**src/rtl/data_bus_bridge.sv**
```systemverilog
// Registered bridge from a core data-memory port to a valid/ready request, response-capture bus.
// Define DATA_BUS_TIMEOUT_EN to bound the response wait to TIMEOUT_CYCLES and flag bus_error.
module data_bus_bridge #(
   parameter int unsigned TIMEOUT_CYCLES = 256
) (
   input  logic        clock,
   input  logic        reset_n,
   input  logic [31:0] bus_address,
   input  logic        bus_read_enable,
   input  logic        bus_write_enable,
   input  logic [31:0] bus_write_data,
   input  logic [3:0]  bus_byte_enable,
   output logic [31:0] bus_read_data,
   output logic        bus_stall,
   output logic        bus_error,
   output logic        mem_req_valid,
   input  logic        mem_req_ready,
   output logic        mem_req_write,
   output logic [31:0] mem_req_address,
   output logic [31:0] mem_req_wdata,
   output logic [3:0]  mem_req_byte_enable,
   input  logic        mem_rsp_valid,
   input  logic [31:0] mem_rsp_data
);

   if (TIMEOUT_CYCLES < 2) begin : g_bad_cfg
      $error("TIMEOUT_CYCLES must be at least 2");
   end

   typedef enum logic [1:0] {StIdle, StReq, StResp, StDone} state_e;

   state_e      state_q, state_d;
   logic [31:0] addr_q, addr_d;
   logic [31:0] wdata_q, wdata_d;
   logic [3:0]  be_q, be_d;
   logic        write_q, write_d;
   logic [31:0] rdata_q, rdata_d;
   logic        bus_req;

`ifdef DATA_BUS_TIMEOUT_EN
   localparam int unsigned CntW = $clog2(TIMEOUT_CYCLES) + 1;
   logic [CntW-1:0] cnt_q, cnt_d;
   logic            error_q, error_d;
`endif

   assign bus_req = bus_read_enable | bus_write_enable;

   always_comb begin
      state_d = state_q;
      addr_d  = addr_q;
      wdata_d = wdata_q;
      be_d    = be_q;
      write_d = write_q;
      rdata_d = rdata_q;
`ifdef DATA_BUS_TIMEOUT_EN
      cnt_d   = cnt_q;
      error_d = 1'b0;
`endif
      unique case (state_q)
         StIdle: begin
            if (bus_req) begin
               addr_d  = {bus_address[31:2], 2'b00};
               wdata_d = bus_write_data;
               // Write wins when both enables are high; loads always fetch the full word.
               be_d    = bus_write_enable ? bus_byte_enable : 4'b1111;
               write_d = bus_write_enable;
               state_d = StReq;
            end
         end
         StReq: begin
            if (mem_req_ready) begin
               state_d = write_q ? StDone : StResp;
`ifdef DATA_BUS_TIMEOUT_EN
               cnt_d   = '0;
`endif
            end
         end
         StResp: begin
            if (mem_rsp_valid) begin
               rdata_d = mem_rsp_data;
               state_d = StDone;
            end
`ifdef DATA_BUS_TIMEOUT_EN
            else if (cnt_q == CntW'(TIMEOUT_CYCLES - 1)) begin
               rdata_d = 32'hDEAD_BEEF;
               error_d = 1'b1;
               state_d = StDone;
            end else begin
               cnt_d = cnt_q + 1'b1;
            end
`endif
         end
         StDone:  state_d = StIdle;
         default: state_d = StIdle;
      endcase
   end

   always_ff @(posedge clock or negedge reset_n) begin
      if (!reset_n) begin
         state_q <= StIdle;
         addr_q  <= '0;
         wdata_q <= '0;
         be_q    <= '0;
         write_q <= 1'b0;
         rdata_q <= '0;
      end else begin
         state_q <= state_d;
         addr_q  <= addr_d;
         wdata_q <= wdata_d;
         be_q    <= be_d;
         write_q <= write_d;
         rdata_q <= rdata_d;
      end
   end

`ifdef DATA_BUS_TIMEOUT_EN
   always_ff @(posedge clock or negedge reset_n) begin
      if (!reset_n) begin
         cnt_q   <= '0;
         error_q <= 1'b0;
      end else begin
         cnt_q   <= cnt_d;
         error_q <= error_d;
      end
   end

   // error_q is set only on the timeout transition, so it is high for exactly the DONE cycle.
   assign bus_error = error_q;
`else
   assign bus_error = 1'b0;
`endif

   assign mem_req_valid       = (state_q == StReq);
   assign mem_req_write       = write_q;
   assign mem_req_address     = addr_q;
   assign mem_req_wdata       = wdata_q;
   assign mem_req_byte_enable = be_q;
   assign bus_read_data       = rdata_q;
   assign bus_stall           = bus_req & (state_q != StDone);

endmodule
```
**config.mk**
```make
export PLATFORM = sky130hd
export DESIGN_NAME = data_bus_bridge
export DESIGN_NICKNAME = d
export VERILOG_FILES = /design/src/rtl/data_bus_bridge.sv
export SDC_FILE = /design/constraint.sdc
export NUM_CORES = 1
export LEC_CHECK = 0
export CAP_MARGIN = 30
export CORE_MARGIN = 1
export CORE_UTILIZATION = 42
export DETAILED_ROUTE_END_ITERATION = 7
export GPL_TIMING_DRIVEN = 0
export PLACE_DENSITY = 0.83
export SYNTH_ARGS = -nofsm -noshare
export SYNTH_HDL_FRONTEND = slang
export SYNTH_SLANG_ARGS = --single-unit
```
**constraint.sdc**
```tcl
create_clock -name clock -period 4.2 [get_ports clock]
set_input_delay 0.84 -clock clock [delete_from_list [all_inputs] [get_ports clock]]
set_output_delay 0.84 -clock clock [all_outputs]
set_load 0.01 [all_outputs]
```
=== Word-level counts from Yosys, hierarchy flattened ===
Index checks and enable logic that the tools add are counted.

* Register bits after elaboration: 101
* Output and inout port bits: 104
* Memories kept: 0
* Bits in latches: 0
* Memory bits (writable): 0
* Bits in read-only memories: 0
* Word-level logic and storage cells: 25
* Input port bits: 106

* Bitwise logic cells: 2
* Reductions and logical operators: 4
* Div/mod/pow operators: 0
* Shifts and indexed selects: 0
* Equality and inequality tests: 7
* $mul: 0
* Magnitude comparators: 0
* Mux-type cells: 6
* Add/sub/neg operators: 0

{| class="wikitable"
|+ Operators by type and width
! cell !! number
|-
| one-hot mux 2 bit (4 select lines) || 1
|-
| two-way mux 2 bit || 3
|-
| != test 2 bit, second input constant || 3
|-
| equality test 2 bit, second input constant || 2
|-
| two-way mux 4 bit || 1
|-
| AND reduction 2 bit || 2
|-
| AND reduction 3 bit || 1
|-
| equality test 2 x 1 -> 1 bit, second input constant || 1
|-
| zero test 2 bit || 1
|-
| != test 2 x 1 -> 1 bit, second input constant || 1
|-
| AND 1 bit || 1
|-
| two-way mux 1 bit || 1
|-
| OR 1 bit || 1
|}

=== Longest topological paths before layout ===
* Word-level depth: 3
* Depth in mapped cells: 6
* Depth with buffers taken out: 5

=== Worst setup path after synthesis ===
No wires, ideal clock.

* Path kind: input to output
* Start: in bus_write_enable
* End: out bus_stall
* Path slack: 2326 ps
* Data arrival time: 1034 ps
* Cell stages on the path: 2
* Cells stage by stage: nor2_1 -> nor2_1

* Word-level cells in the longest chain between the ends: 2

{| class="wikitable"
|+ Ends and longest elaborated chain
! what !! RTL line !! RTL
|-
| start: declaration || 10 || <nowiki>input logic bus_write_enable,</nowiki>
|-
| OR 1 bit || 46 || <nowiki>assign bus_req = bus_read_enable | bus_write_enable;</nowiki>
|-
| AND 1 bit || 139 || <nowiki>assign bus_stall = bus_req & (state_q != StDone);</nowiki>
|-
| end: declaration || 14 || <nowiki>output logic bus_stall,</nowiki>
|}

Every way passes these cells.

=== Worst setup path after layout ===
Ends and elaborated chain as after synthesis.

==> results_dict.tcl <==
set metrics [dict create \
    p_leak_uw 0.002696 \
    p_clk_share_pct 13.6 \
    gp_congestion 0.7443 \
    worstSkewPairLatency_ns 0.35 \
    drtIter0Drc 35 \
    netlist_area_sq_um 3921 \
    worstPathCellList "clkdlybuf4s50_1 -> nor2_1 -> nor2_1 -> clkdlybuf4s50_1" \
    end_kind "output port" \
    firstDrtPassIters 4 \
    core_sq_um 8891 \
    placed_area_sq_um 6131 \
    grt_max_degree 57 \
    cts_resized 0 \
    synth_warnings 0 \
    dp_cells 558 \
    synthTopCellsByArea "dfrtp_1, mux2_2, ha_1, buf_4, buf_6" \
    critPathLaunchType "primary input" \
    outcome "completed" \
    seqPwrFrac_pct 36.8 \
    nNetsFinal 573 \
    drt-vias-per-instance 4.855 \
    final_cells 572 \
    critPathKind "primary input to output port" \
    ys.flop_type "dfrtp_1" \
    rsz0062_at_grt "no" \
    swShare_pct 29.64 \
    drcViolationCount 0 \
    skew_ns 0.008742 \
    max-slew-margin-rel_pct 52.51 \
    cts_htree_levels 3 \
    numCtsBuffers 9 \
    drv_slew 0 \
    crit_slowest_cell "clkdlybuf4s50_1" \
    vdd_drop_max_v 0.0003615 \
    path_buf_inv 2 \
    vias 2777 \
    clockRootBuffer "clkbuf_8" \
    intPower_uw 3296 \
    final_common_cell "clkdlybuf4s50_1" \
    start_util_pct 44.10 \
    ant_nets 0 \
    power_switching_uw 1389 \
    io_buffers 204 \
    drt-wirelength-per-cell_um 15.55 \
    dieArea_sq_um 9727 \
    yosys.area.top_type "dfrtp_1" \
    cp_slowest_stage_delay_ns 0.59 \
    dieWidth_um 98.63 \
    std_cell_rows 34 \
    cts_buffer_depth 2 \
    worstPathArrival_ns 2.17 \
    yosysTopAreaCellShare_pct 64.45 \
    synth_cell_type_count 17 \
    antenna_found_initial 0 \
    grt.total_usage_pct 19.62 \
    worstPathMaxFanout 7 \
    wl_mm 8.897 \
    cellPowerDensity_nw_per_um2 739.7 \
    clock.fmax_mhz 332.0 \
    drive_above_1_share_pct 26.72 \
    required_ns 3.36 \
    hold_viol 0 \
    cts_hold_buf 0 \
    syn_area_per_cell_sq_um 16.14 \
    synthCells 243 \
    post_cts_buffers 0 \
    period_share_pct 71.72 \
    async_reset_ff_share_pct 100.0 \
    finalSetupViolations 0 \
    synth_seq_cells 101 \
    ys_seq_area_share_pct 64.45 \
    final_area_sq_um 6334 \
    period_needed_ns 3.012 \
    cts_tree "built" \
    cap_violations 0 \
    synth_edf_count 0 \
    setup_tns_ns 0 \
    cts_num_sinks 101 \
    worstMarginPinSlew_ns 0.7124 \
    comb_power_share_pct 49.6 \
    grt_overflow 0 \
    grt_pass1_vias 3024 \
    hpwlAfterDp_mm 6.997 \
    layout_common_cells "clkdlybuf4s50_1, dfrtp_1, mux2_2" \
    crit_family "buffers and inverters" \
    num_antenna_cells 0 \
    ios 210 \
    areaGrowthSynthToFinish_pct 61.52 \
    hold_path_class "flop to flop" \
    grt_first_pass_wirelength_mm 14.67 \
    die_h_um 98.63 \
    cts.clk_slew.worst_paths_ns 0.09 \
]
==> power by group through the flow <==
stage | registers [uW] | clock network [uW] | logic [uW]
finish | 1720 | 639 | 2320
global route | 1800 | 702 | 2480
CTS | 1730 | 660 | 2360
detailed placement | 1750 | 0 | 2350
global placement | 1720 | 0 | 2300
floorplan | 1970 | 0 | 819
==> flip-flops by register name, summed over array words and instances, names as in the netlist <==
name,flops
mem_req_address,30
bus_read_data,32
mem_req_byte_enable,4
mem_req_wdata,32
state_q,2
mem_req_write,1
==> worst register-to-register path: cells and delay by family (launching register included) <==
kind | cells | cell delay (ns)
flops | 1 | 0.42
fa+ha+maj | 1 | 0.26
mux | 1 | 0.35
compound gates | 1 | 0.22
buf+inv | 2 | 0.42
==> metal layers <==
metal / vias to the layer above / GRT usage, % / routed length (um) / part of all wire (%)
li1: 1268 / - / - / -
met1: 1358 / 22.02 / 3365 / 38
met2: 135 / 34.34 / 4522 / 51
met3: 16 / 6.950 / 810 / 9.1
met4: 0 / 7.463 / 198 / 2.2
met5: - / 0 / 0 / 0
==> logic make-up (layout without fill, tap and decap cells) <==
logic type,Yosys count,after routing,synth area share [%]
adder cells (fa/ha/maj),6,6,1.914
buffers and inverters,17,236,3.063
AO/OA/AOI/OAI,7,7,1.181
flip-flops,101,101,64.45
AND/OR/NAND/NOR,15,15,1.755
multiplexers,96,96,27.54
other,1,3,0.09563
==> cell usage after synthesis (all sizes together) (2+ instances only) <==
master and instances:
dfrtp 101, mux2 95, buf 13, nand2 8, ha 6, o21ai 5
inv 4, nor2b 4, nor2 2
==> final timing paths <==
check / start / endpoint / slack (ns) / depth (start not counted)
hold / removal: mem_req_byte_enable[1]$_DFFE_PN0P_ / mem_req_byte_enable[1]$_DFFE_PN0P_ / 0.49 / 2
min in group asynchronous: reset_n / bus_read_data[11]$_DFFE_PN0P_ / 0.54 / 1
setup reg to reg: state_q[0]$_DFFE_PN0P_ / mem_req_address[5]$_DFFE_PN0P_ / 2.42 / 5
setup / recovery: bus_write_enable / bus_stall / 1.19 / 4
hold reg to reg: mem_req_byte_enable[1]$_DFFE_PN0P_ / mem_req_byte_enable[1]$_DFFE_PN0P_ / 0.49 / 2
max in group asynchronous: reset_n / bus_read_data[0]$_DFFE_PN0P_ / 2.99 / 2
==> through the flow <==
step / setup slack (ns) / util [%] / hold slack [ns] / total power, uW
floorplan: 2.326 / - / 0.5109 / 2786
global placement: -1.421 / 68.67 / 0.4668 / 4015
detailed placement: 1.172 / 68.96 / 0.4723 / 4100
CTS: 1.174 / 71.24 / 0.4942 / 4747
global route: 1.081 / 71.24 / 0.5263 / 4980
finish: 1.188 / 71.24 / 0.4921 / 4685
==> cell type report <==
cell class | count | area, sq um
tap | 108 | 135.1
fill | 616 | 2557
buffer | 13 | 105.1
timing repair buffer | 205 | 2067
sequential | 101 | 2527
clock buffer | 10 | 127.6
inverter | 4 | 15.01
multi-input combinational | 127 | 1281
clock inverter | 4 | 75.07
Power figures use the tool's default switching activity.
